==> src/rtl/tube_fifo.sv <==
// Parametrised single-clock byte FIFO for the Tube data registers.
// Supports a runtime one-entry mode, synchronous flush and sticky error flags.
module tube_fifo #(
  parameter int unsigned            WIDTH      = 8,
  parameter int unsigned            DEPTH      = 2,
  parameter logic [WIDTH-1:0]       EMPTY_DATA = WIDTH'(8'hAA)
) (
  input  logic                       clk,
  input  logic                       h_rst_b,
  input  logic                       flush,
  input  logic                       one_byte,
  input  logic                       wr_en,
  input  logic [WIDTH-1:0]           wr_data,
  input  logic                       rd_en,
  output logic [WIDTH-1:0]           rd_data,
  output logic                       data_available,
  output logic                       full,
  output logic [$clog2(DEPTH+1)-1:0] count,
  input  logic                       err_clr,
  output logic                       overflow,
  output logic                       underflow
);

  localparam int unsigned PW = $clog2(DEPTH);
  localparam int unsigned CW = $clog2(DEPTH+1);

  logic [WIDTH-1:0] mem [DEPTH];
  logic [PW-1:0]    wr_ptr;
  logic [PW-1:0]    rd_ptr;
  logic [CW-1:0]    cap;
  logic             empty;
  logic             pop;
  logic             wr_accept;

  assign cap            = one_byte ? CW'(1) : CW'(DEPTH);
  assign empty          = (count == '0);
  assign full           = (count >= cap);
  assign data_available = !empty;
  assign rd_data        = empty ? EMPTY_DATA : mem[rd_ptr];

  // A pop frees a slot in the same cycle, so a write alongside it is always accepted.
  assign pop       = rd_en && !empty;
  assign wr_accept = wr_en && ((count < cap) || pop);

  always_ff @(posedge clk) begin
    if (wr_accept && !flush) begin
      mem[wr_ptr] <= wr_data;
    end
  end

  always_ff @(posedge clk or negedge h_rst_b) begin
    if (!h_rst_b) begin
      wr_ptr    <= '0;
      rd_ptr    <= '0;
      count     <= '0;
      overflow  <= 1'b0;
      underflow <= 1'b0;
    end else if (flush) begin
      wr_ptr    <= '0;
      rd_ptr    <= '0;
      count     <= '0;
      overflow  <= 1'b0;
      underflow <= 1'b0;
    end else begin
      if (wr_accept) begin
        wr_ptr <= wr_ptr + PW'(1);
      end
      if (pop) begin
        rd_ptr <= rd_ptr + PW'(1);
      end
      if (wr_accept && !pop) begin
        count <= count + CW'(1);
      end else if (pop && !wr_accept) begin
        count <= count - CW'(1);
      end
      // A fresh error in the same cycle as err_clr keeps its flag set.
      if (wr_en && !wr_accept) begin
        overflow <= 1'b1;
      end else if (err_clr) begin
        overflow <= 1'b0;
      end
      if (rd_en && empty) begin
        underflow <= 1'b1;
      end else if (err_clr) begin
        underflow <= 1'b0;
      end
    end
  end

endmodule
==> config.mk <==
export PLATFORM = sky130hd
export DESIGN_NAME = tube_fifo
export DESIGN_NICKNAME = d
export VERILOG_FILES = /design/src/rtl/tube_fifo.sv
export SDC_FILE = /design/constraint.sdc
export NUM_CORES = 1
export LEC_CHECK = 0
export ABC_AREA = 1
export CAP_MARGIN = 20
export CORE_ASPECT_RATIO = 0.6
export CORE_MARGIN = 3
export CORE_UTILIZATION = 40
export DETAILED_ROUTE_END_ITERATION = 7
export GPL_ROUTABILITY_DRIVEN = 0
export PLACE_DENSITY = 0.72
export SKIP_CTS_REPAIR_TIMING = 1
export SYNTH_ARGS = -nofsm -noshare
export SYNTH_HDL_FRONTEND = slang
export SYNTH_SLANG_ARGS = --single-unit
==> constraint.sdc <==
create_clock -name clk -period 2.6 [get_ports clk]
set_input_delay 0.65 -clock clk [delete_from_list [all_inputs] [get_ports clk]]
set_output_delay 0.65 -clock clk [all_outputs]
set_load 0.1 [all_outputs]
==> flow_metrics.py, run 1 <==
metrics = {
    "place": {
        "post-place-ws_ps": 42.9,
        "port_buffers": 28,
        "hpwlAfterDp_um": 1710,
    },
    "yosys": {
        "synth_warnings": 0,
        "synth.net_count": 117,
        "synth_area_per_cell_um2": 10.2,
        "syn_inst": 100,
        "syn-cell-area_um2": 1020,
        "ys_seq_elements": 22,
        "yosysSeqAreaShare": 0.617,
        "synth_cell_types": 21,
    },
    "grt": {
        "grt_pass1_wl_um": 3590,
        "grt_max_degree": 13,
        "grt.busiest_layer": "met2",
        "grt_pass1_vias": 748,
        "antenna_found_initial": 0,
        "use_met1": 0.199,
        "met3_usage": 0.0600,
        "grt_usage": 0.155,
        "grt-ovfl-total": 0,
        "use_met2": 0.254,
    },
    "layout": {
        "final_util": 0.644,
        "diodes": 0,
        "layout_commonest_cell": "nand2_1",
        "nNetsFinal": 152,
        "final_cell_mix": "32 x nand2_1, 16 x edfxtp_1, 14 x clkdlybuf4s50_1",
        "drive_gt1_frac": 0.313,
        "syn_to_final_growth_pct": 44.6,
    },
    "routing": {
        "vias": 786,
        "drc_errors": 0,
        "ant_nets": 0,
        "routed_via_density": 4.79,
        "drt_iter0_drc": 23,
        "routedWlPerCell_um": 13.4,
        "dr.pass1.iters": 4,
        "wl_um": 2200,
    },
    "clock_network": {
        "cts_sinks": 22,
        "numCtsBuffers": 3,
        "h-tree-depth": 1,
        "clkLatencyLatePin_ps": 250,
        "cts_tree": "built",
        "clockBufferDepth": 2,
        "path_clk_slew_ps": 70,
        "cts_root_buf": "clkbuf_8",
    },
    "critical_path": {
        "max_stage_delay_ps": 450,
        "crit_arrival_ps": 1920,
        "reg2reg_slack_ps": 750,
        "path_cells": "clkdlybuf4s50_1, ha_1, a21oi_2, nand2_1, buf_12",
        "crit_slowest_cell": "clkdlybuf4s50_1",
        "crit_required_ps": 1950,
        "cp-start-kind": "input pin",
        "critPathCaptureType": "output pin",
        "worstRegToRegCells": 6,
        "path_class": "in -> out",
        "crit_fanout": 2,
    },
    "pwr": {
        "ir_drop_uv": 552,
        "p_leak_nw": 0.624,
        "p_per_area_nw_per_um2": 1180,
    },
    "flow_run": {
        "drv_cap": 0,
    },
    "sta": {
        "tightest_slew_ps": 320,
        "tns_ps": 0,
        "rsz0062_at_grt": "no",
        "setup-violations-final": 0,
        "min_period_ps": 2570,
        "layout_setup_ws_ps": 33.8,
        "slew_viol_final": 0,
        "slew_headroom": 0.786,
        "finalCritPeriodShare": 0.987,
        "hold_violations": 0,
        "fmax_mhz": 390,
        "skew_ps": 2.38,
    },
    "min_path": {
        "min_path_type": "reg -> reg",
        "hold_depth": 2,
    },
    "die": {
        "initial_utilization": 0.446,
        "dieArea_um2": 3220,
        "coreArea_um2": 2290,
        "die_y_um": 45.2,
        "fp-row-count": 13,
        "pin_count": 29,
        "die_w_um": 71.3,
    },
    "outcome": {
        "outcome": "completed",
    },
}
-- worst max-delay path: cells and delay by family --
kind | cells | cell delay (ps)
buffers and inverters | 2 | 630
AOI/OAI and AO/OA | 1 | 170
and+or+nand+nor | 1 | 110
adders and majority gates | 1 | 350
-- flip-flops by register name (all words and copies together), names as in the netlist --
register / count
mem: 16
rd_ptr: 1
underflow: 1
wr_ptr: 1
overflow: 1
count: 2
-- where the power goes --
| part | total [mW] | switching (mW) | internal (mW) | leakage, nW |
|---|---|---|---|---|
| logic | 1.05 | 0.772 | 0.276 | 0.373 |
| clock network | 0.232 | 0.0974 | 0.135 | 0.0288 |
| registers | 0.459 | 0.0375 | 0.422 | 0.223 |
-- stage by stage --
stage               total power, mW  instance area [um^2]  std cells  hold WS, ps
floorplan                      1.22                  1060        100          354
global placement               1.50                  1420        160          509
detailed placement             1.52                  1420        160          525
CTS                            1.75                  1480        164          537
global route                   1.82                  1480        164          551
finish                         1.74                  1480        164          531
-- routing by layer --
| layer | wire length, um | vias to the layer above |
|---|---|---|
| met5 | 0 | - |
| met4 | 0 | 0 |
| met3 | 150 | 0 |
| met2 | 1050 | 23 |
| met1 | 1000 | 364 |
| li1 | - | 399 |
-- cells in the mapped netlist --
library cell / instances / area share
nand2_1: 32 / 0.12
nand3_1: 5 / 0.024
o21ai_0: 1 / 0.0049
a21oi_1: 8 / 0.039
nor3_1: 1 / 0.0049
inv_1: 9 / 0.033
a21oi_2: 1 / 0.0086
edfxtp_1: 16 / 0.47
inv_2: 2 / 0.0073
clkinv_1: 1 / 0.0037
nor2_1: 4 / 0.015
buf_2: 1 / 0.0049
nor2_4: 3 / 0.033
dfrtp_1: 6 / 0.15
nand4_1: 1 / 0.0061
o21ai_1: 2 / 0.0098
nand3_2: 1 / 0.0098
ha_1: 2 / 0.024
o21ai_2: 1 / 0.0086
nand2_2: 1 / 0.0061
nand2_4: 2 / 0.022
-- final cells by class --
cell class / instances / area (um^2)
clock buffers: 4 / 55.1
fillers: 172 / 816
inverters: 12 / 45.0
multi-input cells: 65 / 377
flip-flops and latches: 22 / 633
well taps: 30 / 37.5
repair buffers: 31 / 330
-- final timing paths --
| path | from | endpoint |
|---|---|---|
| max | one_byte | full |
| min | overflow | overflow |
| max reg2reg | count[1] | mem[1][7] |
| min reg2reg | overflow | overflow |
| max in group asynchronous | h_rst_b | count[0] |
| min in group asynchronous | h_rst_b | wr_ptr |
-- cell families (layout without fill, tap and decap cells) --
family          count (synthesis)  after routing  synth area share
simple gates                   50             50             0.239
flops                          22             22             0.617
compound gates                 13             13            0.0710
buf+inv                        13             47            0.0490
fa+ha+maj                       2              2            0.0245
No activity file was read; power rests on OpenSTA's default activity.
==> run 2, diff against run 1 <==
- PLACE_DENSITY: 0.72 -> 0.75
- clock period: 2.6 -> 2.1 ns (I/O delays scaled with it)
==> flow_metrics.py, run 2 (synthesis results as in run 1) <==
metrics = {
    "outcome": {
        "outcome": "completed",
    },
    "layout": {
        "final_cell_mix": "31 x nand2_1, 16 x edfxtp_1, 14 x buf_12",
        "fillers": 146,
        "regMostFlops": "mem",
        "largest_reg_flops": 16,
        "layout_commonest_cell": "nand2_1",
        "drive_gt1_frac": 0.355,
        "nNetsFinal": 156,
        "diodes": 0,
        "syn_to_final_growth_pct": 62.8,
        "largestRegisters": "mem (16), count (2)",
    },
    "routing": {
        "routedWlPerCell_um": 14.5,
        "vias": 808,
        "drc_errors": 0,
        "dr.pass1.iters": 4,
        "routed_via_density": 4.81,
        "ant_nets": 0,
        "wl_um": 2430,
        "drt_iter0_drc": 20,
    },
    "pwr": {
        "ir_drop_uv": 669,
        "pwr-share-clk": 0.110,
        "comb_power_share": 0.647,
        "p_sw_frac": 0.505,
        "seqPwrFrac": 0.243,
        "p_per_area_nw_per_um2": 1420,
        "p_leak_nw": 0.696,
        "p_sw_mw": 1.19,
        "internal_power_mw": 1.17,
    },
    "grt": {
        "grt_pass1_vias": 777,
        "grt_usage": 0.163,
        "grt-ovfl-total": 0,
        "grt_pass1_wl_um": 3770,
        "grt_max_degree": 13,
        "antenna_found_initial": 0,
    },
    "critical_path": {
        "path_class": "reg -> out",
        "path_cells": "inv_2, ha_1, inv_1, a21oi_4, nand2_4, buf_12",
        "worst_path_dominant_cell_family": "flip-flops",
        "max_stage_delay_ps": 490,
        "path_buf_inv": 3,
        "crit_arrival_ps": 1500,
        "crit_slowest_cell": "dfrtp_2",
        "critPathCaptureType": "output pin",
        "cp-start-kind": "register",
        "crit_required_ps": 1570,
        "crit_fanout": 6,
    },
    "die": {
        "dieArea_um2": 3220,
        "die_w_um": 71.3,
        "pin_count": 29,
        "die_y_um": 45.2,
        "initial_utilization": 0.446,
        "fp-row-count": 13,
        "coreArea_um2": 2290,
    },
    "clock_network": {
        "cts_tree": "built",
        "cts_root_buf": "clkbuf_8",
        "h-tree-depth": 1,
        "path_clk_slew_ps": 70,
        "cts_sinks": 22,
        "numCtsBuffers": 3,
        "clkLatencyLatePin_ps": 260,
        "clockBufferDepth": 2,
    },
    "place": {
        "port_buffers": 28,
        "hpwlAfterDp_um": 1840,
    },
    "sta": {
        "min_period_ps": 2020,
        "fmax_mhz": 495,
        "hold_violations": 0,
        "slew_viol_final": 0,
        "skew_ps": 1.02,
        "tns_ps": 0,
        "tightest_slew_ps": 334,
        "slew_headroom": 0.777,
        "holdWs_ps": 510,
        "setup-violations-final": 0,
        "rsz0062_at_grt": "no",
        "finalCritPeriodShare": 0.963,
    },
    "min_path": {
        "min_path_type": "in -> async",
    },
    "flow_run": {
        "drv_cap": 0,
    },
}
==> run 2: cell count changes in the layout (fill, tap and decap cells not counted), sizes merged <==
cell / change
buf: +4
clkdlybuf4s50: -1
dlymetal6s2s: +1
==> run 2: worst paths after layout <==
path,from,end,cells past startpoint,slack (ps)
hold reg to reg,wr_ptr,wr_ptr,2,530
min in group clk,wr_ptr,wr_ptr,2,530
max in group asynchronous,h_rst_b,count[1],1,1340
setup reg to reg,count[0],mem[1][7],8,270
setup / recovery,count[0],full,6,80
hold / removal,h_rst_b,count[1],1,510
==> run 2: power groups by stage <==
stage          registers (mW)  clock network [mW]  logic (mW)
3_3_place_gp            0.577                   0        1.48
5_1_grt                 0.579               0.282        1.58
3_5_place_dp            0.580                   0        1.50
6_report                0.575               0.260        1.53
2_1_floorplan           0.696                   0       0.844
4_1_cts                 0.571               0.269        1.50
==> run 2: cell type report <==
type                            count  area [um^2]  area share
Timing Repair Buffer               35          475       0.286
Clock buffer                        4         45.0      0.0271
Multi-Input combinational cell     65          425       0.256
Sequential cell                    22          636       0.382
Tap cell                           30         37.5      0.0226
Inverter                           12         45.0      0.0271
==> run 2: per-layer routing <==
layer  routed length (um)  track usage
met1                 1070        0.204
met2                 1140        0.272
met3                  211       0.0511
met4                    8       0.0562
met5                    0            0
==> run 2: metrics by stage <==
stage / utilization / total power, mW / cell area (um^2) / setup slack [ps] / std cells
after floorplan: - / 1.54 / 1090 / -167 / 100
after global placement: 0.693 / 2.06 / 1590 / -204 / 163
after detailed placement: 0.693 / 2.08 / 1590 / -273 / 163
after CTS: 0.712 / 2.34 / 1630 / -280 / 167
after global routing: 0.726 / 2.44 / 1660 / 35.3 / 168
final: 0.726 / 2.36 / 1660 / 78.6 / 168
==> run 3, diff against run 2 <==
- ABC_AREA: 1 -> 0
- CORE_UTILIZATION: 40 -> 42
- PLACE_DENSITY: 0.75 -> 0.77
==> flow_metrics.py, run 3 <==
metrics = {
    "outcome": {
        "outcome": "completed",
    },
    "yosys": {
        "synth_edf_count": 16,
        "synth_most_common_cell": "edfxtp_1",
        "synth-main-ff-cell": "edfxtp_1",
        "synth_area_leaders": "edfxtp_1 46%, dfrtp_1 14%, mux2i_1 7.7%",
        "synth_cell_types": 30,
        "yosysSeqAreaShare": 0.605,
        "syn_inst": 78,
        "ys_top_cells_by_count": "16 x edfxtp_1, 8 x mux2i_1, 7 x nor2_1, 6 x dfrtp_1, 6 x nand2_1",
        "synth.net_count": 95,
        "async_reset_ff_frac": 0.273,
        "syn-cell-area_um2": 1040,
        "synth_warnings": 0,
        "yosysTopAreaCell": "edfxtp_1",
        "ys_seq_elements": 22,
        "synth_area_per_cell_um2": 13.4,
        "synth_top_area_share": 0.461,
    },
    "critical_path": {
        "crit_arrival_ps": 1550,
        "path_cells": "inv_4, ha_1, nand2b_4, a21o_2, buf_12",
        "crit_required_ps": 1570,
        "path_class": "reg -> out",
        "crit_fanout": 3,
        "critPathCaptureType": "output pin",
        "max_stage_delay_ps": 490,
        "cp-start-kind": "register",
        "worstRegToRegCells": 5,
        "rr_startpoint": "count[1]",
        "crit_slowest_cell": "dfrtp_4",
        "reg2reg_slack_ps": 300,
        "r2r_end": "mem[1][0]",
    },
    "clock_network": {
        "cts_sinks": 22,
        "h-tree-depth": 1,
        "clockBufferDepth": 2,
        "cts_tree": "built",
        "path_clk_slew_ps": 80,
        "numCtsBuffers": 3,
        "cts_root_buf": "clkbuf_8",
        "clkLatencyLatePin_ps": 260,
    },
    "routing": {
        "ant_nets": 0,
        "routedWlPerCell_um": 15.7,
        "drc_errors": 0,
        "routed_via_density": 5.13,
        "drt_iter0_drc": 30,
        "dr.pass1.iters": 4,
        "wl_um": 2380,
        "vias": 775,
    },
    "layout": {
        "regMostFlops": "mem",
        "syn_to_final_growth_pct": 62.2,
        "fin_area_um2": 1690,
        "largestRegisters": "mem (16), count (2)",
        "fillers": 134,
        "largest_reg_flops": 16,
        "final_cell_mix": "16 x edfxtp_1, 14 x buf_4, 13 x clkdlybuf4s50_1, 13 x buf_12, 8 x mux2i_1",
        "diodes": 0,
        "final_util": 0.748,
        "nNetsFinal": 139,
        "drive_gt1_frac": 0.413,
        "layout_commonest_cell": "edfxtp_1",
    },
    "sta": {
        "fmax_mhz": 483,
        "setup-violations-final": 0,
        "holdWs_ps": 512,
        "slew_headroom": 0.798,
        "skew_ps": 2.15,
        "min_period_ps": 2070,
        "tns_ps": 0,
        "tightest_slew_ps": 302,
        "hold_violations": 0,
        "finalCritPeriodShare": 0.986,
        "slew_viol_final": 0,
    },
    "pwr": {
        "p_per_area_nw_per_um2": 783,
        "p_leak_nw": 0.651,
        "ir_drop_uv": 555,
        "finalPower_mw": 1.32,
    },
    "die": {
        "pin_count": 29,
        "fp-row-count": 13,
        "die_w_um": 70.3,
        "die_y_um": 44.6,
        "dieArea_um2": 3130,
        "coreArea_um2": 2260,
        "initial_utilization": 0.461,
    },
    "min_path": {
        "min_path_type": "in -> async",
    },
    "grt": {
        "grt_max_degree": 14,
        "grt_pass1_vias": 743,
        "grt-ovfl-total": 0,
        "use_met1": 0.219,
        "grt.busiest_layer": "met2",
        "use_met2": 0.247,
        "grt_pass1_wl_um": 3610,
        "met3_usage": 0.0295,
        "grt_usage": 0.152,
        "antenna_found_initial": 0,
    },
    "place": {
        "placed_cell_area_um2": 1580,
        "port_buffers": 28,
        "hpwlAfterDp_um": 1780,
    },
    "flow_run": {
        "drv_cap": 0,
    },
}
==> run 3: report_power, final <==
group	leakage [nW]	switching [mW]	internal (mW)	total, mW
logic	0.394	0.259	0.169	0.428
registers	0.221	0.0184	0.492	0.511
clock network	0.0357	0.130	0.254	0.385
total	0.651	0.408	0.916	1.32
==> run 3: kinds of logic (layout without fill, tap and decap cells) <==
| family | count (synthesis) | count (layout) | share of synthesized area |
|---|---|---|---|
| adder cells (fa/ha/maj) | 2 | 2 | 0.0240 |
| XOR/XNOR | 1 | 1 | 0.00840 |
| buffers and inverters | 5 | 48 | 0.0216 |
| flip-flops | 22 | 22 | 0.605 |
| AND/OR/NAND/NOR | 29 | 29 | 0.161 |
| AO/OA/AOI/OAI | 10 | 10 | 0.0888 |
| multiplexers | 9 | 9 | 0.0912 |
==> run 3: worst max-delay path: cells and delay by family (launching register included) <==
family	cells	cell delay [ps]
compound gates	1	200
fa+ha+maj	1	230
buf+inv	2	230
flops	1	490
simple gates	1	140
==> run 3: layer usage <==
metal  part of all wire  wire (um)
met1               0.45       1080
met2               0.48       1140
met3              0.061        144
met4             0.0051         12
met5                  0          0
==> run 3: worst max path at each step <==
stage,startpoint,to
2_1_floorplan,count[0],rd_data[1]
4_1_cts,one_byte,full
6_report,count[0],full
5_1_grt,count[0],full
3_5_place_dp,one_byte,full
3_3_place_gp,one_byte,full
==> run 3: area by class of cell <==
type	instances	area [um^2]	area share
timing repair buffer	41	508	0.301
tap	30	37.5	0.0222
clock inverter	1	30.0	0.0178
multi-input combinational	51	418	0.247
inverter	3	16.3	0.00962
sequential	22	639	0.378
clock buffer	3	41.3	0.0244
==> run 3: through the flow <==
| stage | setup WS [ps] | cells |
|---|---|---|
| floorplan | -185 | 78 |
| global placement | -181 | 143 |
| detailed placement | -202 | 143 |
| CTS | -202 | 147 |
| global route | -17.6 | 151 |
| finish | 29.9 | 151 |
